===== config.mk =====
export PLATFORM = sky130hd
export DESIGN_NAME = dm_access_ctrl_flat
export DESIGN_NICKNAME = d
export VERILOG_FILES = /design/src/rtl/dm_access_ctrl_pkg.sv /design/src/rtl/dm_access_ctrl_if.sv /design/src/rtl/dm_access_ctrl_lane_gen.sv /design/src/rtl/dm_access_ctrl.sv /design/src/flat_wrapper.sv
export SDC_FILE = /design/constraint.sdc
export NUM_CORES = 1
export LEC_CHECK = 0
export ABC_AREA = 1
export ABC_CLOCK_PERIOD_IN_PS = 1530
export BUFFER_PORTS_ARGS = -buffer_cell sky130_fd_sc_hd__clkbuf_2
export CORE_MARGIN = 2
export CORE_UTILIZATION = 46
export DETAILED_ROUTE_END_ITERATION = 7
export PLACE_DENSITY = 0.86
export SLEW_MARGIN = 10
export SYNTH_ARGS = -nofsm -noshare
export SYNTH_HDL_FRONTEND = slang
export SYNTH_SLANG_ARGS = --single-unit

===== constraint.sdc =====
create_clock -name clk -period 1.53 [get_ports clk]
set_input_delay 0.306 -clock clk [delete_from_list [all_inputs] [get_ports clk]]
set_output_delay 0.306 -clock clk [all_outputs]
set_load 0.05 [all_outputs]

===== src/rtl/dm_access_ctrl_pkg.sv =====
// Shared types for the MEM-stage data-memory sequencer: op codes, extension codes,
// exception codes and FSM state encoding.
package dm_access_ctrl_pkg;

  typedef enum logic [2:0] {
    OpLw  = 3'd0,
    OpLhu = 3'd1,
    OpLh  = 3'd2,
    OpLbu = 3'd3,
    OpLb  = 3'd4,
    OpSw  = 3'd5,
    OpSh  = 3'd6,
    OpSb  = 3'd7
  } dm_op_e;

  typedef enum logic [3:0] {
    KuoWord  = 4'd0,
    KuoHalfZ = 4'd1,
    KuoHalfS = 4'd2,
    KuoByteZ = 4'd3,
    KuoByteS = 4'd4
  } dm_kuo_e;

  typedef enum logic [1:0] {
    ExcNone = 2'd0,
    ExcAdel = 2'd1,
    ExcAdes = 2'd2,
    ExcBus  = 2'd3
  } dm_exc_e;

  typedef enum logic [1:0] {
    StIdle  = 2'd0,
    StBusy  = 2'd1,
    StResp  = 2'd2,
    StFault = 2'd3
  } dm_state_e;

  function automatic logic is_store(dm_op_e op);
    return (op == OpSw) || (op == OpSh) || (op == OpSb);
  endfunction

  function automatic dm_kuo_e op_to_kuo(dm_op_e op);
    dm_kuo_e kuo;
    unique case (op)
      OpLhu:   kuo = KuoHalfZ;
      OpLh:    kuo = KuoHalfS;
      OpLbu:   kuo = KuoByteZ;
      OpLb:    kuo = KuoByteS;
      default: kuo = KuoWord;
    endcase
    return kuo;
  endfunction

endpackage


===== src/rtl/dm_access_ctrl_if.sv =====
// Pipeline request, data-memory port, WB hand-off and exception signals of the
// MEM-stage sequencer.
interface dm_access_ctrl_if;
  logic        req_valid;
  logic [2:0]  req_op;
  logic [31:0] req_addr;
  logic [31:0] req_wdata;
  logic        stall;
  logic        mem_req;
  logic        mem_we;
  logic [31:0] mem_addr;
  logic [3:0]  mem_be;
  logic [31:0] mem_wdata;
  logic        mem_ack;
  logic [31:0] mem_rdata;
  logic        wb_valid;
  logic [31:0] wb_data;
  logic [1:0]  wb_a;
  logic [3:0]  wb_kuo;
  logic        exc_valid;
  logic [1:0]  exc_code;
  logic [31:0] bad_addr;

  modport slave (
    input  req_valid, req_op, req_addr, req_wdata, mem_ack, mem_rdata,
    output stall, mem_req, mem_we, mem_addr, mem_be, mem_wdata,
    output wb_valid, wb_data, wb_a, wb_kuo, exc_valid, exc_code, bad_addr
  );

  modport master (
    output req_valid, req_op, req_addr, req_wdata, mem_ack, mem_rdata,
    input  stall, mem_req, mem_we, mem_addr, mem_be, mem_wdata,
    input  wb_valid, wb_data, wb_a, wb_kuo, exc_valid, exc_code, bad_addr
  );
endinterface


===== src/rtl/dm_access_ctrl_lane_gen.sv =====
// Combinational lane generator: alignment check, store byte enables and
// lane-replicated store data from op and the low address bits.
module dm_access_ctrl_lane_gen
  import dm_access_ctrl_pkg::*;
(
  input  dm_op_e      i_op,
  input  logic [1:0]  i_a,
  input  logic [31:0] i_wdata,
  output logic        o_misaligned,
  output logic [3:0]  o_be,
  output logic [31:0] o_wdata
);

  always_comb begin
    o_misaligned = 1'b0;
    o_be         = 4'b1111;
    o_wdata      = i_wdata;
    unique case (i_op)
      OpLw, OpSw: o_misaligned = |i_a;
      OpLh, OpLhu: o_misaligned = i_a[0];
      OpSh: begin
        o_misaligned = i_a[0];
        o_be         = i_a[1] ? 4'b1100 : 4'b0011;
        o_wdata      = {2{i_wdata[15:0]}};
      end
      OpSb: begin
        o_be    = 4'b0001 << i_a;
        o_wdata = {4{i_wdata[7:0]}};
      end
      default: ;
    endcase
  end

endmodule


===== src/rtl/dm_access_ctrl.sv =====
// MEM-stage data-memory sequencer: latches an aligned request, holds the memory
// port until ack or timeout, and emits a WB pulse or an exception pulse.
module dm_access_ctrl
  import dm_access_ctrl_pkg::*;
#(
  parameter int unsigned WAIT_MAX = 15
) (
  input logic             clk,
  input logic             rst_n,
  dm_access_ctrl_if.slave bus
);

  localparam logic [7:0] CntLast = 8'(WAIT_MAX - 1);

  dm_state_e   r_state;
  logic [7:0]  r_cnt;
  logic [31:0] r_addr;
  dm_op_e      r_op;
  logic [3:0]  r_be;
  logic [31:0] r_wdata;
  logic        r_wb_valid;
  logic [31:0] r_wb_data;
  logic [1:0]  r_wb_a;
  dm_kuo_e     r_wb_kuo;
  logic        r_exc_valid;
  dm_exc_e     r_exc_code;
  logic [31:0] r_bad_addr;

  dm_op_e      w_op;
  logic        w_misaligned;
  logic [3:0]  w_be;
  logic [31:0] w_wdata;
  logic        w_busy;

  assign w_op = dm_op_e'(bus.req_op);

  dm_access_ctrl_lane_gen u_lane_gen (
    .i_op         (w_op),
    .i_a          (bus.req_addr[1:0]),
    .i_wdata      (bus.req_wdata),
    .o_misaligned (w_misaligned),
    .o_be         (w_be),
    .o_wdata      (w_wdata)
  );

  always_ff @(posedge clk or negedge rst_n) begin
    if (!rst_n) begin
      r_state     <= StIdle;
      r_cnt       <= '0;
      r_addr      <= '0;
      r_op        <= OpLw;
      r_be        <= '0;
      r_wdata     <= '0;
      r_wb_valid  <= 1'b0;
      r_wb_data   <= '0;
      r_wb_a      <= '0;
      r_wb_kuo    <= KuoWord;
      r_exc_valid <= 1'b0;
      r_exc_code  <= ExcNone;
      r_bad_addr  <= '0;
    end else begin
      r_wb_valid  <= 1'b0;
      r_exc_valid <= 1'b0;
      r_exc_code  <= ExcNone;
      unique case (r_state)
        StIdle: begin
          if (bus.req_valid) begin
            if (w_misaligned) begin
              r_bad_addr  <= bus.req_addr;
              r_exc_valid <= 1'b1;
              r_exc_code  <= is_store(w_op) ? ExcAdes : ExcAdel;
              r_state     <= StFault;
            end else begin
              r_addr  <= bus.req_addr;
              r_op    <= w_op;
              r_be    <= w_be;
              r_wdata <= w_wdata;
              r_cnt   <= '0;
              r_state <= StBusy;
            end
          end
        end
        StBusy: begin
          // Ack takes priority over a timeout reached in the same cycle.
          if (bus.mem_ack) begin
            if (!is_store(r_op)) begin
              r_wb_valid <= 1'b1;
              r_wb_data  <= bus.mem_rdata;
              r_wb_a     <= r_addr[1:0];
              r_wb_kuo   <= op_to_kuo(r_op);
            end
            r_state <= StResp;
          end else if (r_cnt == CntLast) begin
            r_bad_addr  <= r_addr;
            r_exc_valid <= 1'b1;
            r_exc_code  <= ExcBus;
            r_state     <= StFault;
          end else begin
            r_cnt <= r_cnt + 8'd1;
          end
        end
        StResp:  r_state <= StIdle;
        StFault: r_state <= StIdle;
        default: r_state <= StIdle;
      endcase
    end
  end

  assign w_busy        = (r_state == StBusy);
  assign bus.stall     = ((r_state == StIdle) && bus.req_valid) || w_busy;
  assign bus.mem_req   = w_busy;
  assign bus.mem_we    = w_busy && is_store(r_op);
  assign bus.mem_addr  = {r_addr[31:2], 2'b00};
  assign bus.mem_be    = r_be;
  assign bus.mem_wdata = r_wdata;
  assign bus.wb_valid  = r_wb_valid;
  assign bus.wb_data   = r_wb_data;
  assign bus.wb_a      = r_wb_a;
  assign bus.wb_kuo    = r_wb_kuo;
  assign bus.exc_valid = r_exc_valid;
  assign bus.exc_code  = r_exc_code;
  assign bus.bad_addr  = r_bad_addr;

endmodule


===== src/flat_wrapper.sv =====
// flat-port wrapper written by rule: the top's interface ports become plain ports
module dm_access_ctrl_flat import dm_access_ctrl_pkg::*;
#(
  parameter int unsigned WAIT_MAX = 15
)
  (clk, rst_n, bus_req_valid, bus_req_op, bus_req_addr, bus_req_wdata, bus_mem_ack, bus_mem_rdata, bus_stall, bus_mem_req, bus_mem_we, bus_mem_addr, bus_mem_be, bus_mem_wdata, bus_wb_valid, bus_wb_data, bus_wb_a, bus_wb_kuo, bus_exc_valid, bus_exc_code, bus_bad_addr);
  dm_access_ctrl_if bus_i ();
  input logic clk;
  input logic rst_n;
  input wire logic [$bits(bus_i.req_valid)-1:0] bus_req_valid;
  input wire logic [$bits(bus_i.req_op)-1:0] bus_req_op;
  input wire logic [$bits(bus_i.req_addr)-1:0] bus_req_addr;
  input wire logic [$bits(bus_i.req_wdata)-1:0] bus_req_wdata;
  input wire logic [$bits(bus_i.mem_ack)-1:0] bus_mem_ack;
  input wire logic [$bits(bus_i.mem_rdata)-1:0] bus_mem_rdata;
  output wire logic [$bits(bus_i.stall)-1:0] bus_stall;
  output wire logic [$bits(bus_i.mem_req)-1:0] bus_mem_req;
  output wire logic [$bits(bus_i.mem_we)-1:0] bus_mem_we;
  output wire logic [$bits(bus_i.mem_addr)-1:0] bus_mem_addr;
  output wire logic [$bits(bus_i.mem_be)-1:0] bus_mem_be;
  output wire logic [$bits(bus_i.mem_wdata)-1:0] bus_mem_wdata;
  output wire logic [$bits(bus_i.wb_valid)-1:0] bus_wb_valid;
  output wire logic [$bits(bus_i.wb_data)-1:0] bus_wb_data;
  output wire logic [$bits(bus_i.wb_a)-1:0] bus_wb_a;
  output wire logic [$bits(bus_i.wb_kuo)-1:0] bus_wb_kuo;
  output wire logic [$bits(bus_i.exc_valid)-1:0] bus_exc_valid;
  output wire logic [$bits(bus_i.exc_code)-1:0] bus_exc_code;
  output wire logic [$bits(bus_i.bad_addr)-1:0] bus_bad_addr;
  assign bus_i.req_valid = bus_req_valid;
  assign bus_i.req_op = bus_req_op;
  assign bus_i.req_addr = bus_req_addr;
  assign bus_i.req_wdata = bus_req_wdata;
  assign bus_i.mem_ack = bus_mem_ack;
  assign bus_i.mem_rdata = bus_mem_rdata;
  assign bus_stall = bus_i.stall;
  assign bus_mem_req = bus_i.mem_req;
  assign bus_mem_we = bus_i.mem_we;
  assign bus_mem_addr = bus_i.mem_addr;
  assign bus_mem_be = bus_i.mem_be;
  assign bus_mem_wdata = bus_i.mem_wdata;
  assign bus_wb_valid = bus_i.wb_valid;
  assign bus_wb_data = bus_i.wb_data;
  assign bus_wb_a = bus_i.wb_a;
  assign bus_wb_kuo = bus_i.wb_kuo;
  assign bus_exc_valid = bus_i.exc_valid;
  assign bus_exc_code = bus_i.exc_code;
  assign bus_bad_addr = bus_i.bad_addr;
  dm_access_ctrl #(.WAIT_MAX(WAIT_MAX)) u_core (.clk(clk), .rst_n(rst_n), .bus(bus_i));
endmodule

# == Word level (Yosys, flattened, before mapping) ==
# Cells that the tools add are included.
# word_totals
reg_bits,155
latch_bits,0
ram_bits,0
rom_bits,0
input_bits,103
out_inout_bits,145
elab_cells,93
memories,0
# classes
addsub,1
multipliers,0
div_mod_pow,0
n_lt_le_gt_ge,0
n_eq_ne,23
n_shift,1
muxes,34
n_bitwise,2
reduce_logical,19
# ops
op,count
$mux 32,4
$pmux 32 s2,2
$mux 8,4
$eq 3x3->1 const B,7
$mux 2,9
$pmux 8 s2,1
$ne 2x2->1 const B,6
$pmux 3 s4,1
$reduce_and 5->1,2
$eq 3x2->1 const B,3
$add 8x1->8 const B,1
$eq 8x4->1 const B,1
$pmux 4 s2,1
$mux 1,7
$eq 3x1->1 const B,2
$pmux 2 s3,1
$reduce_and 3->1,2
$reduce_or 2->1,3
$logic_or 1x1->1,5
$eq 2x2->1 const B,2
$mux 4,1
$pmux 1 s2,2
$pmux 2 s2,1
$shl 1x2->4 const A,1
other kinds (9),11

# == Depth between registers and ports, before layout ==
# logic_depth
word_depth,7
ltp_mapped,10
depth_no_buf,10

# == Hierarchy ==
# From an unflattened synthesis, not the netlist that was laid out.
# unflattened
cells_unflattened,920
hier_area_um2,7435.9
# modules_own_cells
module,instances,cells_per_inst,area_each_um2,seq_area_each_um2
dm_access_ctrl,1,808,6865.3,3853.7
dm_access_ctrl_lane_gen,1,112,570.5,0.0

# == Least setup slack after synthesis ==
# OpenSTA, ideal clock, no wires.
# synth_timing
path_type,reg2out
startpoint,register u_core.r_state[1]
endpoint,output port bus_mem_we
t_arrival_ns,1.490
t_required_ns,1.224
setup_slack_ns,-0.266
path_stages_with_launch,6
path_buffers,2
path_cell_list,dfrtp_1 inv_1 nand2_1 buf_2 buf_2 nor2_1
# synth_via
elab_chain_cells,2
# synth_rtl
element,line_no,rtl
from (decl),dm_access_ctrl.sv:15,dm_state_e r_state;
from (signal assigned),dm_access_ctrl.sv:48,r_state <= StIdle;
from (signal assigned),dm_access_ctrl.sv:72,r_state <= StFault;
from (signal assigned),dm_access_ctrl.sv:79,r_state <= StBusy;
$eq 2x1->1,dm_access_ctrl.sv:109,assign w_busy = (r_state == StBusy);
$logic_and 1x1->1,dm_access_ctrl.sv:112,assign bus.mem_we = w_busy && is_store(r_op);
to (decl),flat_wrapper.sv:18,output wire logic [$bits(bus_i.mem_we)-1:0] bus_mem_we;
# No other way between the ends.

# == Final worst setup path ==
# layout_timing
startpoint,register u_core.r_state[1]
endpoint,"register u_core.r_bad_addr[8], in the netlist u_core.bus.bad_addr[8]"
# layout_via
elab_chain_cells,3
elab_cells_between_ends,9
cone_classes,eq/ne: 5; mux: 1; reduce/logical: 3
# layout_rtl
element,line_no,rtl
$eq 2x1->1 / $logic_not 2->1 (equally long branches),dm_access_ctrl.sv:65,unique case (r_state)
$ne 2x2->1 (no source line) / $reduce_bool 2->1 (equally long branches),--,
$reduce_and 5->1 (no source line),--,
to (signal assigned),dm_access_ctrl.sv:69,r_bad_addr <= bus.req_addr;
to (signal assigned),dm_access_ctrl.sv:94,r_bad_addr <= r_addr;
to (decl),dm_access_ctrl.sv:27,logic [31:0] r_bad_addr;
# Parallel ways exist; a longest one is shown, timed or not.
# A chain may end at the register's enable or synchronous reset.

==> flow_summary.yaml <==
placed_design:
  dpl-instance-area_sq_um: 8726
  io_buffer_count: 244
  place.gp.congestion: 0.8121
  hpwl_um: 14020
drt:
  num_vias: 7298
  drt_iter0_drc: 833
  wl_per_cell_um: 17.22
  dr.pass1.iters: 6
  viasPerCell: 5.243
  finalWirelength_um: 23970
  ant_nets: 0
  drc_errors: 0
clocking:
  clockBufferDepth: 2
  cts_root_buf: "clkbuf_16"
  cts-buffers-inserted: 17
  cts_sinks: 154
  clkTransAtPathRegs_ps: 70
  clock_latency_ps: 430
  tritoncts: "done"
  cts.htree.levels: 4
cells_and_area:
  fillCellCount: 1165
  multiInputGateArea_sq_um: 2755
  drive_gt1_share_pct: 32.94
  seq_area_sq_um: 3854
  nets: 1275
  fin_area_sq_um: 10110
  antenna_cells: 0
  fin_util_pct: 66.23
  area_delta_synth_final_pct: 40.27
timing:
  rsz0062_at_grt: "yes"
  fin_crit_sh_pct: 117.2
  fin_crit_ps: 1793
  fmax_mhz: 557.8
  final_max_slew_viol_count: 0
  finalClockSkew_ps: 16.02
  worst_slack_ps: -262.7
  max-slew-margin-rel_pct: 58.06
  setup_viol: 114
  hold_viol_final: 0
  worst_pin_slew_ps: 626.8
worst_setup_path:
  worstPathArrival_ps: 2100
  crit_fanout: 6
  cp-start-kind: "register"
  end_kind: "register"
  path_class: "register to register"
  cp.required_ps: 1830
synthesis:
  synth_area_leaders: "dfrtp_1, nand2_1, o21ai_0, buf_4, inv_1"
  yosys_warnings: 0
  ys_seq_area_share_pct: 53.49
  synth_largest_area_cell: "dfrtp_1"
  synthFlopType: "dfrtp_1"
  async_reset_ff_share_pct: 100.0
  ys_ff_latch: 154
  yosysMostFrequentCell: "nand2_1"
  synthCells: 907
  synth.top_cell.area_share_pct: 53.49
  syn_avg_cell_area_sq_um: 7.943
  syn_area_sq_um: 7204
  synth_common_cells: "nand2_1, dfrtp_1, o21ai_0, inv_1, buf_4"
  synth_edf_count: 0
  synth_cell_types: 28
pwr:
  cellLeakagePower_nw: 5.665
  p_per_area_nw_per_um2: 2643
  vdd_drop_max_uv: 1391
die:
  rows: 45
  start_util_pct: 47.22
  dieWidth_um: 129.1
  die_h_um: 129.1
  io_pins: 248
  core_area_sq_um: 15260
  die-area_sq_um: 16680
global_route:
  grt_overflow: 0
  grt_antenna_before_repair: 0
  grt_start_max_net_pins: 68
  grt_first_pass_wirelength_um: 33470
  grt.total_usage_pct: 25.86
  grt_pass1_vias: 6650
run:
  maxCapViolCount: 0
worst_hold_path:
  hp-class: "input pin to register"
status:
  status: "finished, violations left"
  violations: "setup timing"
## critical path, cell delays in order (launching register included)
cell and delay, ps:
dfrtp_1 400, buf_4 140, nor2_2 120, nand2_2 80
buf_4 150, o21ai_4 70, buf_6 130, nand3_4 110
buf_4 170, buf_12 140, nand2_2 50, nand2_1 100
## routing by layer
| layer | up-vias | GRT usage, % | wire length [um] |
|---|---|---|---|
| li1 | 3344 | - | - |
| met1 | 3370 | 32.68 | 9416 |
| met2 | 465 | 42.23 | 11050 |
| met3 | 119 | 7.060 | 2378 |
| met4 | 0 | 10.61 | 1125 |
| met5 | - | 0 | 0 |
## layout make-up
| cell class | count | share of cell area [%] |
|---|---|---|
| clock inverters | 11 | 1.201 |
| inverters | 60 | 2.352 |
| multi-input cells | 617 | 27.26 |
| flip-flops and latches | 154 | 38.13 |
| well taps | 211 | 2.612 |
| repair buffers | 320 | 23.96 |
| clock buffers | 19 | 4.482 |
## logic make-up (layout without fill, tap and decap cells)
| logic type | after synthesis | count (layout) | synth area share, % |
|---|---|---|---|
| adder cells (fa/ha/maj) | 2 | 2 | 0.3473 |
| buffers and inverters | 138 | 410 | 9.899 |
| flip-flops | 154 | 154 | 53.49 |
| XOR/XNOR | 2 | 2 | 0.2432 |
| AND/OR/NAND/NOR | 500 | 500 | 28.12 |
| other | 1 | 3 | 0.05205 |
| AO/OA/AOI/OAI | 110 | 110 | 7.850 |
## layout by cell type, fill, tap and decap left out, drive strengths merged
cell type,instances
nand2,420
clkbuf,269
dfrtp,154
o21ai,94
buf,67
inv,62
nand4,33
nor2,30
nand3,16
a21oi,11
clkinv,5
conb,3
o21bai,2
o211ai,2
ha,2
bufinv,2
clkinvlp,2
bufbuf,2
nor3,1
xor2,1
xnor2,1
a31oi,1
dlygate4sd3,1
## flip-flops by register name, summed over array words and instances, names as in the netlist, 3 cells and up
register              flops
u_core.bus.bad_addr      32
u_core.bus.mem_wdata     32
u_core.bus.wb_data       32
u_core.r_addr            32
u_core.r_cnt              8
u_core.bus.mem_be         4
u_core.bus.wb_kuo         3
u_core.r_op               3
## power by group
group	switching, mW	total [mW]	internal [mW]	leakage (nW)
clock network	1.71	4.18	2.47	0.281
registers	1.27	7.16	5.89	1.95
logic	10.9	15.4	4.48	3.44
total	13.9	26.7	12.8	5.66
## path summary, 6_finish.rpt
path,cells after the start,from,slack (ps),endpoint
max,11,u_core.r_state[1]$_DFFE_PN0P_,-260,u_core.bus.bad_addr[8]$_DFFE_PN0P_
min,3,bus_mem_rdata[5],80,u_core.bus.wb_data[5]$_DFFE_PN0P_
max reg2reg,11,u_core.r_state[1]$_DFFE_PN0P_,-260,u_core.bus.bad_addr[8]$_DFFE_PN0P_
min reg2reg,2,u_core.bus.bad_addr[29]$_DFFE_PN0P_,480,u_core.bus.bad_addr[29]$_DFFE_PN0P_
max in group asynchronous,3,rst_n,600,u_core.bus.mem_wdata[7]$_DFFE_PN0P_
min in group asynchronous,2,rst_n,390,u_core.r_addr[27]$_DFFE_PN0P_
## metrics by stage
stage               setup WS (ps)  cells  hold slack (ps)  power (mW)  setup TNS, ps
CTS                        -234.8   1369            69.50       25.55          -6587
floorplan                   8.180    909            10.41       16.90              0
global placement           -62.88   1321            280.6       19.97         -313.1
detailed placement         -114.7   1321            281.3       20.26         -673.2
global route               -348.7   1392            82.09       27.97         -23380
finish                     -262.7   1392            81.30       26.71         -16100
## timing repair
| item | CTS | global route |
|---|---|---|
| gates resized for setup | 36 | 46 |
| buffers inserted | 12 | 13 |
| setup endpoints to repair | 22 | 106 |
| hold endpoints to repair | 42 | 0 |
| gates cloned | 5 | 10 |
| pin swaps | 5 | 1 |
| hold buffers | 1 | 0 |
(Power assumes the default switching activity.)
